File: config.mk
export PLATFORM = sky130hd
export DESIGN_NAME = serial_subtractor
export DESIGN_NICKNAME = d
export VERILOG_FILES = /design/src/rtl/serial_subtractor.sv
export SDC_FILE = /design/constraint.sdc
export NUM_CORES = 1
export LEC_CHECK = 0
export CAP_MARGIN = 5
export CORE_MARGIN = 2
export CORE_UTILIZATION = 37
export CTS_BUF_LIST = sky130_fd_sc_hd__clkbuf_16
export DETAILED_ROUTE_END_ITERATION = 12
export HOLD_SLACK_MARGIN = 0.12
export PLACE_DENSITY_LB_ADDON = 0.3
export SETUP_SLACK_MARGIN = 0.5
export SLEW_MARGIN = 20
export SYNTH_ARGS = -nofsm -noshare
export SYNTH_HDL_FRONTEND = slang
export SYNTH_SLANG_ARGS = --single-unit
File: constraint.sdc
create_clock -name clk_i -period 2 [get_ports clk_i]
set_clock_uncertainty 0.2 [all_clocks]
set_input_delay 0.2 -clock clk_i [delete_from_list [all_inputs] [get_ports clk_i]]
set_output_delay 0.2 -clock clk_i [all_outputs]
set_load 0.02 [all_outputs]
File: src/rtl/serial_subtractor.sv
// Bit-serial unsigned subtractor: a - b - bin, one bit per clock, LSB first.
// Optional signed-overflow output enabled by defining SUB_SIGNED_OVF_EN.
module serial_subtractor #(
   parameter int unsigned WIDTH = 8
) (
   input  logic             clk_i,
   input  logic             rst_i,
   input  logic             start_i,
   input  logic [WIDTH-1:0] a_i,
   input  logic [WIDTH-1:0] b_i,
   input  logic             bin_i,
   output logic             busy_o,
   output logic             done_o,
   output logic [WIDTH-1:0] diff_o,
   output logic             borrow_o
`ifdef SUB_SIGNED_OVF_EN
   ,
   output logic             ovf_o
`endif
);

   localparam int unsigned CW = (WIDTH > 1) ? $clog2(WIDTH) : 1;

   typedef enum logic {
      IDLE = 1'b0,
      RUN  = 1'b1
   } state_t;

   state_t           state_q, state_d;
   logic [WIDTH-1:0] a_sh_q, a_sh_d;
   logic [WIDTH-1:0] b_sh_q, b_sh_d;
   logic [WIDTH-1:0] res_q, res_d;
   logic [CW-1:0]    cnt_q, cnt_d;
   logic             br_q, br_d;
   logic             busy_q, busy_d;
   logic             done_q, done_d;
   logic [WIDTH-1:0] diff_q, diff_d;
   logic             borrow_q, borrow_d;
`ifdef SUB_SIGNED_OVF_EN
   logic             a_msb_q, a_msb_d;
   logic             b_msb_q, b_msb_d;
   logic             ovf_q, ovf_d;
`endif

   // Full-subtractor cell built as two chained half-subtractors.
   logic x, y, d, br_next;
   logic [WIDTH-1:0] res_shift;

   always_comb begin
      x         = a_sh_q[0];
      y         = b_sh_q[0];
      d         = x ^ y ^ br_q;
      br_next   = (~x & y) | (~(x ^ y) & br_q);
      res_shift = {d, res_q[WIDTH-1:1]};
   end

   // Next-state and datapath control.
   always_comb begin
      state_d  = state_q;
      a_sh_d   = a_sh_q;
      b_sh_d   = b_sh_q;
      res_d    = res_q;
      cnt_d    = cnt_q;
      br_d     = br_q;
      busy_d   = busy_q;
      done_d   = 1'b0;
      diff_d   = diff_q;
      borrow_d = borrow_q;
`ifdef SUB_SIGNED_OVF_EN
      a_msb_d  = a_msb_q;
      b_msb_d  = b_msb_q;
      ovf_d    = ovf_q;
`endif
      unique case (state_q)
         IDLE: begin
            if (start_i) begin
               state_d = RUN;
               a_sh_d  = a_i;
               b_sh_d  = b_i;
               br_d    = bin_i;
               cnt_d   = '0;
               busy_d  = 1'b1;
`ifdef SUB_SIGNED_OVF_EN
               a_msb_d = a_i[WIDTH-1];
               b_msb_d = b_i[WIDTH-1];
`endif
            end
         end
         RUN: begin
            res_d  = res_shift;
            a_sh_d = a_sh_q >> 1;
            b_sh_d = b_sh_q >> 1;
            br_d   = br_next;
            cnt_d  = cnt_q + CW'(1);
            if (cnt_q == CW'(WIDTH - 1)) begin
               state_d  = IDLE;
               busy_d   = 1'b0;
               done_d   = 1'b1;
               diff_d   = res_shift;
               borrow_d = br_next;
`ifdef SUB_SIGNED_OVF_EN
               ovf_d    = (a_msb_q != b_msb_q) & (d != a_msb_q);
`endif
            end
         end
         default: state_d = IDLE;
      endcase
   end

   always_ff @(posedge clk_i) begin
      if (rst_i) begin
         state_q  <= IDLE;
         a_sh_q   <= '0;
         b_sh_q   <= '0;
         res_q    <= '0;
         cnt_q    <= '0;
         br_q     <= 1'b0;
         busy_q   <= 1'b0;
         done_q   <= 1'b0;
         diff_q   <= '0;
         borrow_q <= 1'b0;
`ifdef SUB_SIGNED_OVF_EN
         a_msb_q  <= 1'b0;
         b_msb_q  <= 1'b0;
         ovf_q    <= 1'b0;
`endif
      end else begin
         state_q  <= state_d;
         a_sh_q   <= a_sh_d;
         b_sh_q   <= b_sh_d;
         res_q    <= res_d;
         cnt_q    <= cnt_d;
         br_q     <= br_d;
         busy_q   <= busy_d;
         done_q   <= done_d;
         diff_q   <= diff_d;
         borrow_q <= borrow_d;
`ifdef SUB_SIGNED_OVF_EN
         a_msb_q  <= a_msb_d;
         b_msb_q  <= b_msb_d;
         ovf_q    <= ovf_d;
`endif
      end
   end

   assign busy_o   = busy_q;
   assign done_o   = done_q;
   assign diff_o   = diff_q;
   assign borrow_o = borrow_q;
`ifdef SUB_SIGNED_OVF_EN
   assign ovf_o    = ovf_q;
`endif

endmodule
==> results of run 1 <==
[cell type report]
class | instances | area (µm²)
clock buffers | 5 | 125
clock inverters | 3 | 15.0
fillers | 402 | 2130
inverters | 3 | 15.0
multi-input cells | 109 | 875
flip-flops and latches | 39 | 785
well taps | 52 | 65.1
repair buffers | 41 | 435
[critical path, stage by stage, from the launching register on]
cell and delay, ps:
dfxtp_2 340, ha_4 170, ha_4 180, clkbuf_16 150, a21bo_2 200, a21oi_1 130
[layer usage]
layer,vias up,routed length [µm],GRT usage (%)
met5,-,0,0
met4,0,70,6.79
met3,6,106,4.17
met2,20,1590,21.5
met1,589,1590,17.4
li1,648,-,-
[cell usage in the layout (no fill, tap or decap), drive strengths merged]
master | netlist | final
clkdlybuf4s50 | 0 | 19
ha | 3 | 3
a21bo | 8 | 8
inv | 3 | 2
nor2 | 9 | 9
buf | 11 | 10
clkinv | 0 | 2
dfxtp | 39 | 39
nand3 | 8 | 8
a211oi | 15 | 15
a311oi | 1 | 1
nor2b | 14 | 14
o21bai | 1 | 1
or3b | 3 | 3
fa | 1 | 1
nor3 | 2 | 2
dlygate4sd2 | 0 | 11
clkinvlp | 0 | 2
nand2b | 2 | 2
a21o | 1 | 1
nand2 | 3 | 3
clkbuf | 4 | 6
a21oi | 14 | 14
mux2i | 24 | 24
[worst max path at each step]
| stage | depth (start not counted) | end | startpoint | slack [ps] |
|---|---|---|---|---|
| floorplan | 5 | borrow_o | cnt_q[0] | 500 |
| global placement | 4 | cnt_q[2] | start_i | 420 |
| detailed placement | 2 | a_sh_q[6] | state_q | 300 |
| CTS | 5 | diff_o[3] | cnt_q[0] | 500 |
| global route | 4 | diff_o[7] | b_sh_q[0] | 500 |
| finish | 5 | diff_o[3] | cnt_q[0] | 580 |
[stage by stage]
stage	instance area [µm²]	hold slack (ps)
after floorplan	1740	182
after global placement	2080	254
after detailed placement	2080	264
after CTS	2260	280
after global routing	2310	304
final	2310	276
[cell families (layout without fill, tap and decap cells)]
family / after synthesis / count (layout)
simple gates: 41 / 41
compound gates: 40 / 40
flops: 39 / 39
mux: 24 / 24
buf+inv: 18 / 52
fa+ha+maj: 4 / 4
[repair_timing]
| action | 4_1_cts | 5_1_grt |
|---|---|---|
| pin swaps | 1 | 2 |
| setup buffers | 3 | 0 |
| gates cloned | 1 | 1 |
| endpoints found under the setup margin | 37 | 9 |
| endpoints found under the hold margin | 0 | 0 |
| gates resized for setup | 18 | 7 |
[report_power, final]
part	internal, mW	switching, mW	leakage [nW]
Clock	0.452	0.297	0.0649
Combinational	0.116	0.0943	0.557
Sequential	0.816	0.0276	0.320
Total	1.38	0.419	0.942
[registers in the layout, indices dropped and copies added, names as in the netlist]
signal,count
state_q,1
br_q,1
res_q,7
borrow_o,1
done_o,1
b_sh_q,8
cnt_q,3
busy_o,1
a_sh_q,8
diff_o,8
==> metrics.md, run 1 <==
| Metric | Value |
|---|---|
| Status | finished clean |
| Final setup vio count | 0 |
| FF-to-FF End | diff_o[3] |
| Reg2reg path depth | 5 |
| Min-Delay Path Depth | 2 |
| Clk Latency, worst-skew pair | 280 ps |
| Unrepaired setup endpoints after global routing | no |
| Peak VDD IR | 0.000380 V |
| Setup ws final | 575 ps |
| Xor/xnor share of the synthesized area | 0% |
| Final hold violations | 0 |
| Final worst-path cycle share | 71.2% |
| Vias in the first global route | 1183 |
| CP Capture Type | flip-flop |
| Root Buffer | clkbuf_16 |
| Largest family of logic cells by synthesized area | compound AO/OA/AOI/OAI gates |
| Dpl cells | 239 |
| Initial Utilization | 38.9% |
| I/O Pins | 31 |
| Clk slew on worst S/H paths | 60 ps |
| CP required | 2010 ps |
| Area added between synthesis and finish | 33.8% |
| Largest net degree at the start of global routing | 40 |
| Reg2Reg Launch Point | cnt_q[0] |
| Via count | 1263 |
| Max-Cap Viols | 0 |
| Post-DP HPWL | 2.13 mm |
| Slew margin rel. | 77.9% |
| Gpl congestion | 0.691 |
| Synth cell count leaders | 39 x dfxtp_1, 24 x mux2i_1, 14 x nor2b_1 |
| Final Util | 52.1% |
| Sink Count | 39 |
| Crit Path Max Fanout | 4 |
| Residual DRC count | 0 |
| 1st-pass router iterations | 4 |
| Reg2reg setup slack | 580 ps |
| H-tree depth | 2 |
| Register area share after synthesis | 45.1% |
| Post-synth EDFFs | 0 |
| Mapped cell area | 1730 µm² |
| # diodes | 0 |
| # port buffers | 30 |
| Place WS | 305 ps |
| Final antenna-violating net count | 0 |
| Die height | 72.4 µm |
| Total power | 1.80 mW |
| Hold_sp | res_q[1] |
| Chip width | 72.4 µm |
| Drt via density | 5.01 |
| Netlist cell types | 25 |
| Site row count | 24 |
| Peak Freq | 702 MHz |
| Area of the die | 5240 µm² |
| CTS buffer count | 5 |
| 1st-iter DRT viols | 53 |
| Simple-gate share of the synthesized area | 12.8% |
| Crit Path Category | reg -> reg |
| Cells after Synth | 166 |
| Final Max Slew Viols | 0 |
| Most common flop cell mapped by yosys | dfxtp_1 |
| Worst Hold Class | reg -> reg |
| Wirelength, routed | 3.35 mm |
| Count leader, synth | dfxtp_1 |
| CTS tree | built |
| GRT overflow | 0 |
| Finished Layout Cells | 252 |
| #FFs+latches synth | 39 |
| Routed length per placed instance | 13.3 µm |
| Async S/R FF share, synth | 0% |
| Setup crit start kind | flip-flop |
| Syn_area_per_cell | 10.4 µm² |
| Total Neg Setup Slack | 0 ps |
| Synthesized Nets | 190 |
| Critical Path AT | 1440 ps |
| Maximum clock path buffer count | 2 |
| Leakage | 0.942 nW |
| Yosys warns | 0 |
| Core Area | 4440 µm² |
| Share of the synthesized area in the top cell type | 45.1% |
| Worst-margin pin slew | 332 ps |
| Pwr Density | 779 nW/µm² |
| Adder-cell share of the synthesized area | 3.33% |
| Mux contribution to synthesized area | 13.9% |
| Layout cells sized above 1 | 20.0% |
| Hold_buf cts | 0 |
| Worst Hold End | diff_o[0] |
| Initial antenna violation count | 0 |
| Clock period minus final worst setup slack | 1420 ps |
| Nets | 223 |
| First-pass GRT wire length | 5.57 mm |
| Synth Area in Compound Gates | 18.5% |
| Largest cells by area after synthesis | dfxtp_1 45%, mux2i_1 14%, nor2b_1 5.1% |
| Yosys top cell by area | dfxtp_1 |
| Tot GR Track Use | 13.8% |
Power figures use the tool's default switching activity.
==> inputs of run 2 (changes only) <==
- clock period: 2 -> 1.2 ns (I/O delays scaled with it)
==> run 2 against run 1 <==
  * The run now ends with setup timing left
  * Worst setup slack lost 800 ps
  * Fmax is 0.14% higher
  * Die area unchanged
  * Critical path depth unchanged
  * Global-route usage increased by 0.76 points
==> metrics.md, run 2 (same netlist as run 1, synthesis figures left out) <==
| Metric | Value |
|---|---|
| Status | finished with violations |
| Violated checks | setup timing |
| Worst Hold Class | in -> reg |
| Sink Count | 39 |
| Place WS | -405 ps |
| Layout cells sized above 1 | 54.9% |
| Final Util | 62.5% |
| Core Area | 4440 µm² |
| Site row count | 24 |
| Crit Path Max Fanout | 6 |
| Vias in the first global route | 1317 |
| Delay-heaviest family, CP | adder cells |
| Worst-margin pin slew | 278 ps |
| Initial Utilization | 38.9% |
| Worst path max stage delay | 330 ps |
| Clk pwr share | 43.1% |
| Global Route met3 Usage | 5.00% |
| Gpl congestion | 0.731 |
| Setup ws final | -223 ps |
| Drt via density | 5.24 |
| Clk Latency, worst-skew pair | 280 ps |
| Psw | 0.771 mW |
| Sequential group share of total power | 41.8% |
| Final antenna-violating net count | 0 |
| Final worst-path cycle share | 119% |
| CTS tree | built |
| CTS buffer count | 5 |
| Routed length per placed instance | 15.3 µm |
| Most Used Layer, Global Route | met2 |
| Crit-path cells | ha_4 > ha_4 > clkbuf_16 > a21bo_2 > a21oi_1 |
| Post-DP HPWL | 2.43 mm |
| Nets | 238 |
| 1st-pass router iterations | 4 |
| Crit Path Category | reg -> reg |
| Die height | 72.4 µm |
| Tot GR Track Use | 14.6% |
| Area added between synthesis and finish | 60.5% |
| Slew margin rel. | 81.4% |
| Max-Cap Viols | 0 |
| Final hold violations | 0 |
| Total power | 3.39 mW |
| Sw frac | 22.7% |
| CP Capture Type | flip-flop |
| Int Power | 2.62 mW |
| Peak Freq | 703 MHz |
| Maximum clock path buffer count | 2 |
| Placed cell areas | 2210 µm² |
| Post-Layout Inst Area | 2780 µm² |
| Met1 Track Usage GR | 17.6% |
| Clk slew on worst S/H paths | 60 ps |
| 1st-iter DRT viols | 56 |
| # diodes | 0 |
| Logic pwr share | 15.0% |
| H-tree depth | 2 |
| Root Buffer | clkbuf_16 |
| Peak VDD IR | 0.000693 V |
| Critical Path AT | 1430 ps |
| Final setup vio count | 22 |
| CP bufs+invs | 1 |
| Initial antenna violation count | 0 |
| GRT met2 Usage | 24.3% |
| Hold_buf cts | 0 |
| GRT overflow | 0 |
| Residual DRC count | 0 |
| CP required | 1210 ps |
| Pwr Density | 1220 nW/µm² |
| CP max stage cell | dfxtp_2 |
| Largest net degree at the start of global routing | 40 |
| Most used cell, CP | ha_4 |
| Commonest cells after routing, fill and taps aside | 22 x mux2i_1, 22 x buf_6, 19 x dfxtp_2, 19 x dfxtp_1, 17 x clkdlybuf4s50_1 |
| Leakage | 1.09 nW |
| I/O Pins | 31 |
| Setup crit start kind | flip-flop |
| Unrepaired setup endpoints after global routing | yes |
| First-pass GRT wire length | 5.93 mm |
| # port buffers | 30 |
| Wirelength, routed | 4.10 mm |
| Area of the die | 5240 µm² |
| Chip width | 72.4 µm |
| Final Max Slew Viols | 0 |
| Clock period minus final worst setup slack | 1420 ps |
| Via count | 1398 |
run 2: repair_timing:
item | 4_1_cts | 5_1_grt
endpoints found under the hold margin | 0 | 4
cloned | 0 | 5
resized for setup | 83 | 51
buffers inserted | 1 | 7
endpoints found under the setup margin | 50 | 50
pin swaps | 5 | 14
run 2: worst paths after layout:
check	startpoint	end	slack, ps	depth (start not counted)
min	start_i	cnt_q[0]	30	3
min reg2reg	res_q[1]	diff_o[0]	270	2
max reg2reg	cnt_q[0]	diff_o[0]	-220	5
max	cnt_q[0]	diff_o[0]	-220	5
run 2: power groups by stage:
stage / combinational [mW] / sequential, mW / clock (mW)
3_3_place_gp: 0.369 / 1.44 / 0
5_1_grt: 0.552 / 1.43 / 1.54
2_1_floorplan: 0.276 / 1.43 / 0
4_1_cts: 0.399 / 1.42 / 1.49
3_5_place_dp: 0.385 / 1.44 / 0
6_report: 0.510 / 1.42 / 1.46
run 2: metal layers:
metal  vias up  part of all wire [%]
met3         6                   4.5
met2        30                    50
met5         -                     0
met1       679                    44
met4         0                   1.1
li1        683                     -
run 2: area by class of cell:
cell class	instances	area [µm²]
fillers	341	1670
multi-input cells	109	1080
flip-flops and latches	39	808
repair buffers	56	638
clock buffers	5	125
well taps	52	65.1
clock inverters	3	38.8
inverters	3	18.8
run 2: worst register-to-register path: cells and delay by family (launching register included):
kind / cells / cell delay [ps]
AO/OA/AOI/OAI: 2 / 300
adder cells (fa/ha/maj): 2 / 360
buffers and inverters: 1 / 160
flip-flops: 1 / 330
run 2: per-stage QoR:
stage	TNS, ps	hold slack [ps]	cells
CTS	-3280	222	255
floorplan	-1530	91.1	166
detailed placement	-9420	260	246
finish	-2580	28.5	267
global placement	-8430	254	246
global route	-3710	55.0	267
==> inputs of run 3 (changes only) <==
- PLACE_DENSITY: not set -> 0.66
- PLACE_DENSITY_LB_ADDON: 0.3 -> not set
- TNS_END_PERCENT: not set -> 1
==> run 3 against run 2 <==
  * The flow still finishes with violations (setup timing)
  * Routed wire length shrank 7.9%
  * Core utilization shrank 9.2 points
  * Flip-flop and latch count is the same
  * Critical path type unchanged
  * Register-to-register slack is essentially flat
  * Sequential share of layout area grew 4.3 points
==> metrics.md, run 3 (same netlist as run 1, synthesis figures left out) <==
| Metric | Value |
|---|---|
| Place WS | -338 ps |
| Final worst-path cycle share | 119% |
| Sink Count | 39 |
| Clk Latency, worst-skew pair | 280 ps |
| CP bufs+invs | 1 |
| Clk slew on worst S/H paths | 50 ps |
| Drt via density | 5.04 |
| Final setup vio count | 30 |
| Layout cells sized above 1 | 32.8% |
| Worst Hold End | diff_o[0] |
| Final hold violations | 0 |
| Clock period minus final worst setup slack | 1430 ps |
| CTS buffer count | 5 |
| Finished Layout Cells | 253 |
| Post-DP HPWL | 2.40 mm |
| Worst Hold Class | reg -> reg |
| Initial antenna violation count | 0 |
| Final Max Slew Viols | 0 |
| Sequential group share of total power | 46.9% |
| Unrepaired setup endpoints after global routing | yes |
| Root Buffer | clkbuf_16 |
| Final antenna-violating net count | 0 |
| Setup crit start kind | flip-flop |
| # diodes | 0 |
| Pwr Density | 1260 nW/µm² |
| Delay-heaviest family, CP | adder cells |
| CTS tree | built |
| Critical Path AT | 1450 ps |
| Wirelength, routed | 3.77 mm |
| Peak VDD IR | 0.000595 V |
| Vias in the first global route | 1306 |
| Nets | 226 |
| # port buffers | 30 |
| Psw | 0.692 mW |
| I/O Pins | 31 |
| Violated checks | setup timing |
| Crit Path Max Fanout | 8 |
| Residual DRC count | 0 |
| Site row count | 24 |
| Int Power | 2.30 mW |
| Sw frac | 23.2% |
| H-tree depth | 2 |
| Crit-path cells | ha_4 > ha_4 > buf_6 > a21bo_2 > a21oi_2 |
| Core Area | 4440 µm² |
| Commonest cells after routing, fill and taps aside | 33 x dfxtp_1, 24 x mux2i_1, 18 x clkdlybuf4s50_1 |
| Commonest non-fill, non-tap cell in the layout | dfxtp_1 |
| Gpl congestion | 0.719 |
| Worst hold slack | 285 ps |
| CP required | 1220 ps |
| Largest net degree at the start of global routing | 25 |
| Die height | 72.4 µm |
| Hold_sp | res_q[1] |
| Max-Cap Viols | 0 |
| Status | finished with violations |
| CP max stage cell | dfxtp_4 |
| Initial Utilization | 38.9% |
| CP Depth | 5 |
| Maximum clock path buffer count | 2 |
| Min-Delay Path Depth | 2 |
| Slew margin rel. | 58.3% |
| Area added between synthesis and finish | 36.9% |
| GRT overflow | 0 |
| 1st-pass router iterations | 4 |
| Reg2Reg Launch Point | cnt_q[0] |
| Worst-margin pin slew | 624 ps |
| Crit Path Category | reg -> reg |
| Reg2reg path depth | 5 |
| Clk pwr share | 40.6% |
| Dpl cells | 243 |
| FF-to-FF End | diff_o[6] |
| Worst path max stage delay | 350 ps |
| Area of the die | 5240 µm² |
| Logic pwr share | 12.5% |
| Tot GR Track Use | 15.6% |
| Leakage | 0.942 nW |
| First-pass GRT wire length | 6.15 mm |
| Setup ws final | -233 ps |
| Most used cell, CP | ha_4 |
| Reg2reg setup slack | -230 ps |
| CP Capture Type | flip-flop |
| 1st-iter DRT viols | 67 |
| Chip width | 72.4 µm |
| Peak Freq | 698 MHz |
| Via count | 1275 |
| Routed length per placed instance | 14.9 µm |
==> run 3: cell count changes in the layout (fill, tap and decap cells not counted), moves of 3 or more <==
cell       previous run  this run
buf_6                22        14
nor2b_1               8        14
a21oi_1               3         7
a21oi_2              11         7
a21bo_4               3         0
clkbuf_16             8         5
dfxtp_1              19        33
a211oi_1              1         8
a211oi_2             14         7
a21bo_2               5         8
inv_1                 0         3
dfxtp_2              19         5
nor2b_4               6         0
==> run 3: worst max-delay path by stage <==
stage,slack [ps],from,endpoint
3_3_place_gp,-310,start_i,cnt_q[1]
4_1_cts,-200,cnt_q[0],diff_o[3]
6_report,-230,cnt_q[0],diff_o[6]
5_1_grt,-260,cnt_q[0],diff_o[3]
3_5_place_dp,-340,start_i,cnt_q[1]
2_1_floorplan,-200,cnt_q[1],borrow_o
==> run 3: worst min-delay path: stages (launching register included) <==
cell     delay, ps
dfxtp_1        310
nand3_1         80
a21oi_2         50
==> run 3: timing repair <==
action / CTS / global route
gates resized for setup: 81 / 8
hold buffers: 0 / 0
setup endpoints to repair: 50 / 50
pin swaps: 16 / 5
buffers inserted: 3 / 1
==> run 3: metrics by stage <==
step           TNS [ps]  utilization [%]  instance area (µm²)  total power, mW
5_1_grt           -5230             53.3                 2370             3.11
6_report          -3540             53.3                 2370             2.99
4_1_cts           -3570             52.4                 2330             3.01
3_3_place_gp      -7850             47.8                 2120             1.77
3_5_place_dp      -9130             47.8                 2120             1.79
2_1_floorplan     -1690                -                 1770             1.65
==> run 3: cell type report <==
type	instances	area, µm²
inverters	3	11.3
clock buffers	5	125
flip-flops and latches	39	791
fillers	415	2080
repair buffers	44	454
well taps	52	65.1
clock inverters	1	3.75
multi-input cells	109	918
==> run 3: power by group through the flow <==
stage               combinational [mW]  clock [mW]  sequential [mW]
floorplan                        0.237           0             1.42
global placement                 0.347           0             1.42
detailed placement               0.361           0             1.42
CTS                              0.370        1.24             1.40
global route                     0.410        1.29             1.41
finish                           0.374        1.21             1.40
==> run 3: metal layers <==
layer | vias up | track usage (%) | part of all wire [%]
met4 | 0 | 8.02 | 2.4
li1 | 654 | - | -
met1 | 599 | 17.0 | 41
met3 | 5 | 4.44 | 2.6
met5 | - | 0 | 0
met2 | 17 | 27.6 | 54
